==> config.mk <==
export PLATFORM = sky130hd
export DESIGN_NAME = comb_sweep_ctrl
export DESIGN_NICKNAME = d
export VERILOG_FILES = /design/src/rtl/comb_sweep_ctrl.sv
export SDC_FILE = /design/constraint.sdc
export NUM_CORES = 1
export LEC_CHECK = 0
export BUFFER_PORTS_ARGS = -buffer_cell sky130_fd_sc_hd__buf_2
export CORE_ASPECT_RATIO = 2
export CORE_UTILIZATION = 30
export CTS_CLUSTER_DIAMETER = 60
export DETAILED_ROUTE_END_ITERATION = 7
export PLACE_DENSITY = 0.57
export RECOVER_POWER = 100
export SLEW_MARGIN = 10
export SYNTH_ARGS = -nofsm -noshare
export SYNTH_HDL_FRONTEND = slang
export SYNTH_SLANG_ARGS = --single-unit
export TNS_END_PERCENT = 10
==> constraint.sdc <==
create_clock -name clk -period 2.5 [get_ports clk]
set_input_delay 0.375 -clock clk [delete_from_list [all_inputs] [get_ports clk]]
set_output_delay 0.375 -clock clk [all_outputs]
set_load 0.02 [all_outputs]
==> src/rtl/comb_sweep_ctrl.sv <==
// comb_sweep_ctrl: exhaustive truth-table sweep sequencer for a small
// combinational block. Drives each input vector, waits SETTLE_CYCLES,
// samples y_in into obs_tt and counts mismatches against exp_tt.
// Optional build macro SWEEP_GRAY_EN: step through vectors in Gray order
// instead of binary order (cycle timing is unchanged).
module comb_sweep_ctrl #(
    parameter int N_IN          = 4,
    parameter int SETTLE_CYCLES = 2
) (
    input  logic                 clk,
    input  logic                 rst_n,
    input  logic                 start,
    input  logic                 abort,
    input  logic [2**N_IN-1:0]   exp_tt,
    input  logic                 y_in,
    output logic [N_IN-1:0]      vec,
    output logic                 busy,
    output logic                 done,
    output logic [2**N_IN-1:0]   obs_tt,
    output logic [N_IN:0]        mismatch_cnt,
    output logic                 pass
);

    localparam logic [3:0] SETTLE_LAST = 4'(SETTLE_CYCLES - 1);

    typedef enum logic [1:0] {IDLE, SETTLE, SAMPLE, DONE} state_t;

    state_t          state;
    logic [3:0]      settle_cnt;
    logic [N_IN-1:0] idx;
    logic            miss;
    logic [N_IN:0]   cnt_next;

    // Step index to driven vector; tables stay indexed by the vector value.
    function automatic logic [N_IN-1:0] vector_of(input logic [N_IN-1:0] i);
`ifdef SWEEP_GRAY_EN
        return i ^ (i >> 1);
`else
        return i;
`endif
    endfunction

    // Compare the live block output against the expected bit for the held vector.
    always_comb begin
        miss     = y_in ^ exp_tt[vec];
        cnt_next = mismatch_cnt + {{N_IN{1'b0}}, miss};
    end

    // Sweep sequencer with registered outputs.
    always_ff @(posedge clk or negedge rst_n) begin
        if (!rst_n) begin
            state        <= IDLE;
            vec          <= '0;
            busy         <= 1'b0;
            done         <= 1'b0;
            pass         <= 1'b0;
            obs_tt       <= '0;
            mismatch_cnt <= '0;
            settle_cnt   <= '0;
            idx          <= '0;
        end else begin
            case (state)
                IDLE: begin
                    done <= 1'b0;
                    if (start && !abort) begin
                        state        <= SETTLE;
                        idx          <= '0;
                        vec          <= vector_of('0);
                        busy         <= 1'b1;
                        obs_tt       <= '0;
                        mismatch_cnt <= '0;
                        pass         <= 1'b0;
                        settle_cnt   <= '0;
                    end
                end
                SETTLE: begin
                    if (abort) begin
                        state      <= IDLE;
                        busy       <= 1'b0;
                        vec        <= '0;
                        pass       <= 1'b0;
                        settle_cnt <= '0;
                        idx        <= '0;
                    end else if (settle_cnt == SETTLE_LAST) begin
                        settle_cnt <= '0;
                        state      <= SAMPLE;
                    end else begin
                        settle_cnt <= settle_cnt + 4'd1;
                    end
                end
                SAMPLE: begin
                    if (abort) begin
                        state      <= IDLE;
                        busy       <= 1'b0;
                        vec        <= '0;
                        pass       <= 1'b0;
                        settle_cnt <= '0;
                        idx        <= '0;
                    end else begin
                        obs_tt[vec]  <= y_in;
                        mismatch_cnt <= cnt_next;
                        if (idx != '1) begin
                            idx   <= idx + 1'b1;
                            vec   <= vector_of(idx + 1'b1);
                            state <= SETTLE;
                        end else begin
                            // pass uses the count including this final sample
                            state <= DONE;
                            busy  <= 1'b0;
                            done  <= 1'b1;
                            pass  <= (cnt_next == '0);
                        end
                    end
                end
                DONE: begin
                    done  <= 1'b0;
                    state <= IDLE;
                end
                default: state <= IDLE;
            endcase
        end
    end

endmodule

Word-level counts from Yosys, hierarchy flattened
Index checks and enable logic that the tools add are counted.
{"block": "totals", "regBits": 34, "in_bits": 21, "out_inout_bits": 28}
{"block": "op_classes", "n_addsub": 3, "magnitude_cmp": 2, "eq_ne": 13, "muxes": 37, "bitwise_logic": 1, "n_reduce_logical": 15}
{"operator": "$mux W16", "count": 2}
{"operator": "$pmux W16 S2", "count": 1}
{"operator": "$mux W4", "count": 6}
{"operator": "$pmux W4 S3", "count": 2}
{"operator": "$bwmux W16", "count": 1}
{"operator": "$mux W1", "count": 11}
{"operator": "$mux W2", "count": 5}
{"operator": "$mux W5", "count": 2}
{"operator": "$ne A2 B2 Y1 const B", "count": 5}
{"operator": "$pmux W5 S2", "count": 1}
{"operator": "$ne A3 B3 Y1 const B", "count": 3}
{"operator": "$reduce_and A3 Y1", "count": 3}
{"operator": "$add A4 B1 Y4 const B", "count": 2}
{"operator": "$pmux W2 S4", "count": 1}
{"operator": "$reduce_and A4 Y1", "count": 2}
{"operator": "$pmux W1 S3", "count": 2}
{"operator": "$add A5 B1 Y5", "count": 1}
{"operator": "$logic_not A5 Y1", "count": 1}
{"operator": "$lt A4 B5 Y1 const B", "count": 1}
{"operator": "$bmux W1 S4", "count": 1}
{"operator": "$demux W1 S4", "count": 1}
{"operator": "$eq A2 B2 Y1 const B", "count": 2}
{"operator": "$eq A4 B1 Y1 const B", "count": 1}
{"operator": "$ge A4 B1 Y1 const B", "count": 1}
{"operator": "11 further kinds", "count": 13}

Longest topological paths before layout
{"block": "depth", "depth_word": 8, "depth_mapped": 10, "ltp_nobuf": 9}

Worst setup path after synthesis
No wires, ideal clock.
{"block": "synth_path", "path_type": "register -> register", "startpoint": "register, netlist name idx[0]", "endpoint": "register mismatch_cnt[4]", "setup_time_ns": 0.121, "arrival_ns": 2.528, "path_slack_ns": -0.149, "path_stages_with_launch": 11, "path_buffers": 1, "cell_sequence": "dfrtp_1 > buf_6 > mux4_2 > a22o_1 > a221oi_2 > xnor2_1 > ha_1 > ha_1 > nand3_1 > xnor2_1 > a22o_1"}
{"element": "to (signal assigned)", "line": "101", "source": "mismatch_cnt <= cnt_next;"}
{"element": "to (decl)", "line": "20", "source": "output logic [N_IN:0] mismatch_cnt,"}

==> flow_metrics.env <==
export IMPL_clockBufferDepth=2
export IMPL_grt_overflow=0
export IMPL_firstDrtPassIters=4
export IMPL_worstRegToRegCells=9
export IMPL_worstSkewPairLatency_ps=280
export IMPL_r2r_end="mismatch_cnt[3]"
export IMPL_synth_seq_area_share_pct=41.85
export IMPL_clock_skew_ps=2.456
export IMPL_cts_inserted_buffers=5
export IMPL_async_flop_share_pct=100.0
export IMPL_path_clk_slew_ps=50
export IMPL_cts_tree="yes"
export IMPL_cp_startpoint="idx[0]"
export IMPL_syn_instance_count=204
export IMPL_synth_area_leaders="dfrtp_1 (42%), o21ai_0 (8.4%), ha_1 (7.4%)"
export IMPL_design_area_um2=2554
export IMPL_synth_area_per_cell_um2=9.967
export IMPL_ant_nets=0
export IMPL_final_max_slew_viol_count=35
export IMPL_endpoint_kind="flop"
export IMPL_grt_setup_unrepaired="true"
export IMPL_outcome="finished, violations left"
export IMPL_synth_ff_type="dfrtp_1"
export IMPL_vias=1741
export IMPL_synth_distinct_cells=39
export IMPL_post_cts_buffers=0
export IMPL_worstSetupPathType="reg -> reg"
export IMPL_leakage_nw=1.115
export IMPL_fin_nets=292
export IMPL_gp_congestion=0.8464
export IMPL_hold_buffers=0
export IMPL_yosys_area_top_type="dfrtp_1"
export IMPL_cp_required_ps=2670
export IMPL_worstPathMaxFanout=6
export IMPL_synthTopCellsByCount="dfrtp_1 (34), o21ai_0 (34), a21boi_0 (15)"
export IMPL_critPathLaunchType="flop"
export IMPL_setup_violations=3
export IMPL_worst_slack_ps=-47.59
export IMPL_die_h_um=118.4
export IMPL_netlist_area_um2=2033
export IMPL_numClockSinks=34
export IMPL_cp_endpoint="mismatch_cnt[3]"
export IMPL_r2r_start="idx[0]"
export IMPL_dp_slack_ps=-119.0
export IMPL_core_area_um2=6569
export IMPL_die_w_um=60.21
export IMPL_htreeDepth=2
export IMPL_grt_pass1_vias=1803
export IMPL_min_delay_start="y_in"
export IMPL_placementRows=42
export IMPL_grt_max_degree=35
export IMPL_diodes=0
export IMPL_regToRegSetupSlack_ps=-50
export IMPL_synth_top_area_share_pct=41.85
export IMPL_violations="capacitance limit, slew limit, setup timing"
export IMPL_syn2layout_area_growth_pct=25.60
export IMPL_cap_violations=1
export IMPL_port_buffers=48
export IMPL_final_hold_viol_count=0
export IMPL_cts_root_buffer="clkbuf_16"
export IMPL_powerDensity_nw_per_um2=791.2
export IMPL_dp_hpwl_um=4161
export IMPL_grt_usage_pct=16.18
export IMPL_worst_pin_slew_ps=1870
export IMPL_p_total_mw=2.020
export IMPL_antenna_found_initial=0
export IMPL_drc=0
export IMPL_crit_arrival_ps=2720
export IMPL_drive_gt1_share_pct=20.38
export IMPL_fin_crit_ps=2548
export IMPL_dieArea_um2=7130
export IMPL_totalWireLength_um=5338
export IMPL_ys_warnings_count=0
export IMPL_finalCritPeriodShare_pct=101.9
export IMPL_ys_ff_latch=34
export IMPL_route_detailed_wl_per_inst_um=15.34
export IMPL_pin_count=49
export IMPL_grt_pass1_wl_um=8528
export IMPL_min_path_type="in -> reg"
export IMPL_ir_worst_vdd_uv=295.8
export IMPL_drt_first_iter_violations=50
export IMPL_synth_nets=237
export IMPL_max_freq_mhz=392.5
export IMPL_synth_edff_count=0
export IMPL_start_util_pct=30.95
export IMPL_place_area_um2=2429
export IMPL_slew_headroom_pct=-24.67
export IMPL_viasPerCell=5.003
==> registers in the layout (all words and copies together) (netlist names) <==
signal / count
done: 1
idx: 4
busy: 1
settle_cnt: 4
obs_tt: 16
pass: 1
state: 2
mismatch_cnt: 5
==> cells by family (layout without fill, tap and decap cells) <==
| family | Yosys count | after routing | share of synthesized area, % |
|---|---|---|---|
| AOI/OAI and AO/OA | 82 | 82 | 26.95 |
| muxes | 8 | 8 | 6.892 |
| and+or+nand+nor | 45 | 45 | 11.51 |
| buffers and inverters | 20 | 76 | 4.123 |
| DFF | 34 | 34 | 41.85 |
| adders and majority gates | 12 | 12 | 7.384 |
| xor gates and xnor gates | 3 | 3 | 1.293 |
==> critical path, cell delays in order (launching register included) <==
cell      delay (ps)
dfrtp_2          430
mux4_2           520
a22o_1           230
a221oi_2         270
xnor2_1          180
ha_2             250
buf_4            130
nand3_2           80
xnor2_1          140
a22o_1           200
==> through the flow <==
step           setup TNS (ps)  hold slack (ps)  std cells  utilization, %
6_report               -122.5            444.3        348           38.88
5_1_grt                -609.0            450.9        348           38.88
2_1_floorplan          -6.884            79.41        204               -
3_3_place_gp           -104.0            484.6        340           36.97
4_1_cts                -368.7            198.5        348           39.30
3_5_place_dp           -248.2            485.7        340           36.97
==> power breakdown <==
part / total (mW) / internal [mW] / leakage [nW] / switching [mW]
clock network: 0.625 / 0.395 / 0.0739 / 0.231
logic: 0.727 / 0.300 / 0.575 / 0.427
registers: 0.668 / 0.612 / 0.466 / 0.0561
total: 2.02 / 1.31 / 1.12 / 0.714
==> cell usage in the layout, fill, tap and decap left out, drive strengths merged <==
master / instances
clkbuf: 34
nor4: 1
nand4: 1
a221o: 1
nor2: 3
clkinv: 1
mux2: 2
dfrtp: 34
and2: 1
ha: 12
o22ai: 1
a21o: 3
a21oi: 10
or4: 1
o31ai: 2
or2: 2
a221oi: 2
nand3: 10
buf: 31
nand2: 11
xnor2: 3
mux2i: 2
nor3: 2
and3: 3
mux4: 4
a22o: 7
nand2b: 7
a31oi: 1
o2bb2ai: 2
nor2b: 3
a211o: 2
o21ai: 34
inv: 10
a21boi: 15
a211oi: 1
a32o: 1
==> metal layers <==
metal | global-route usage [%] | wire [µm] | vias to the layer above
li1 | - | - | 859
met3 | 3.611 | 152 | 17
met2 | 29.12 | 3043 | 42
met5 | 0 | 0 | -
met1 | 15.71 | 1914 | 823
met4 | 9.302 | 227 | 0
==> layout make-up <==
class	count	area (µm²)
tap	88	110.1
timing repair buffer	58	279.0
sequential	34	852.1
inverter	10	37.54
clock buffer	7	142.6
fill	689	4015
multi-input combinational	150	1127
clock inverter	1	5.005
==> worst min-delay path by stage <==
stage | to | slack [ps] | cells past startpoint
5_1_grt | obs_tt[15] | 450 | 2
6_report | obs_tt[15] | 440 | 2
2_1_floorplan | busy | 80 | 0
4_1_cts | mismatch_cnt[2] | 200 | 1
3_3_place_gp | obs_tt[9] | 480 | 2
3_5_place_dp | pass | 490 | 1
==> what timing repair did <==
| item | 4_1_cts | 5_1_grt |
|---|---|---|
| pin swaps | 7 | 5 |
| gates resized for setup | 1 | 2 |
| endpoints found under the setup margin | 4 | 5 |
Power figures use the tool's default switching activity.
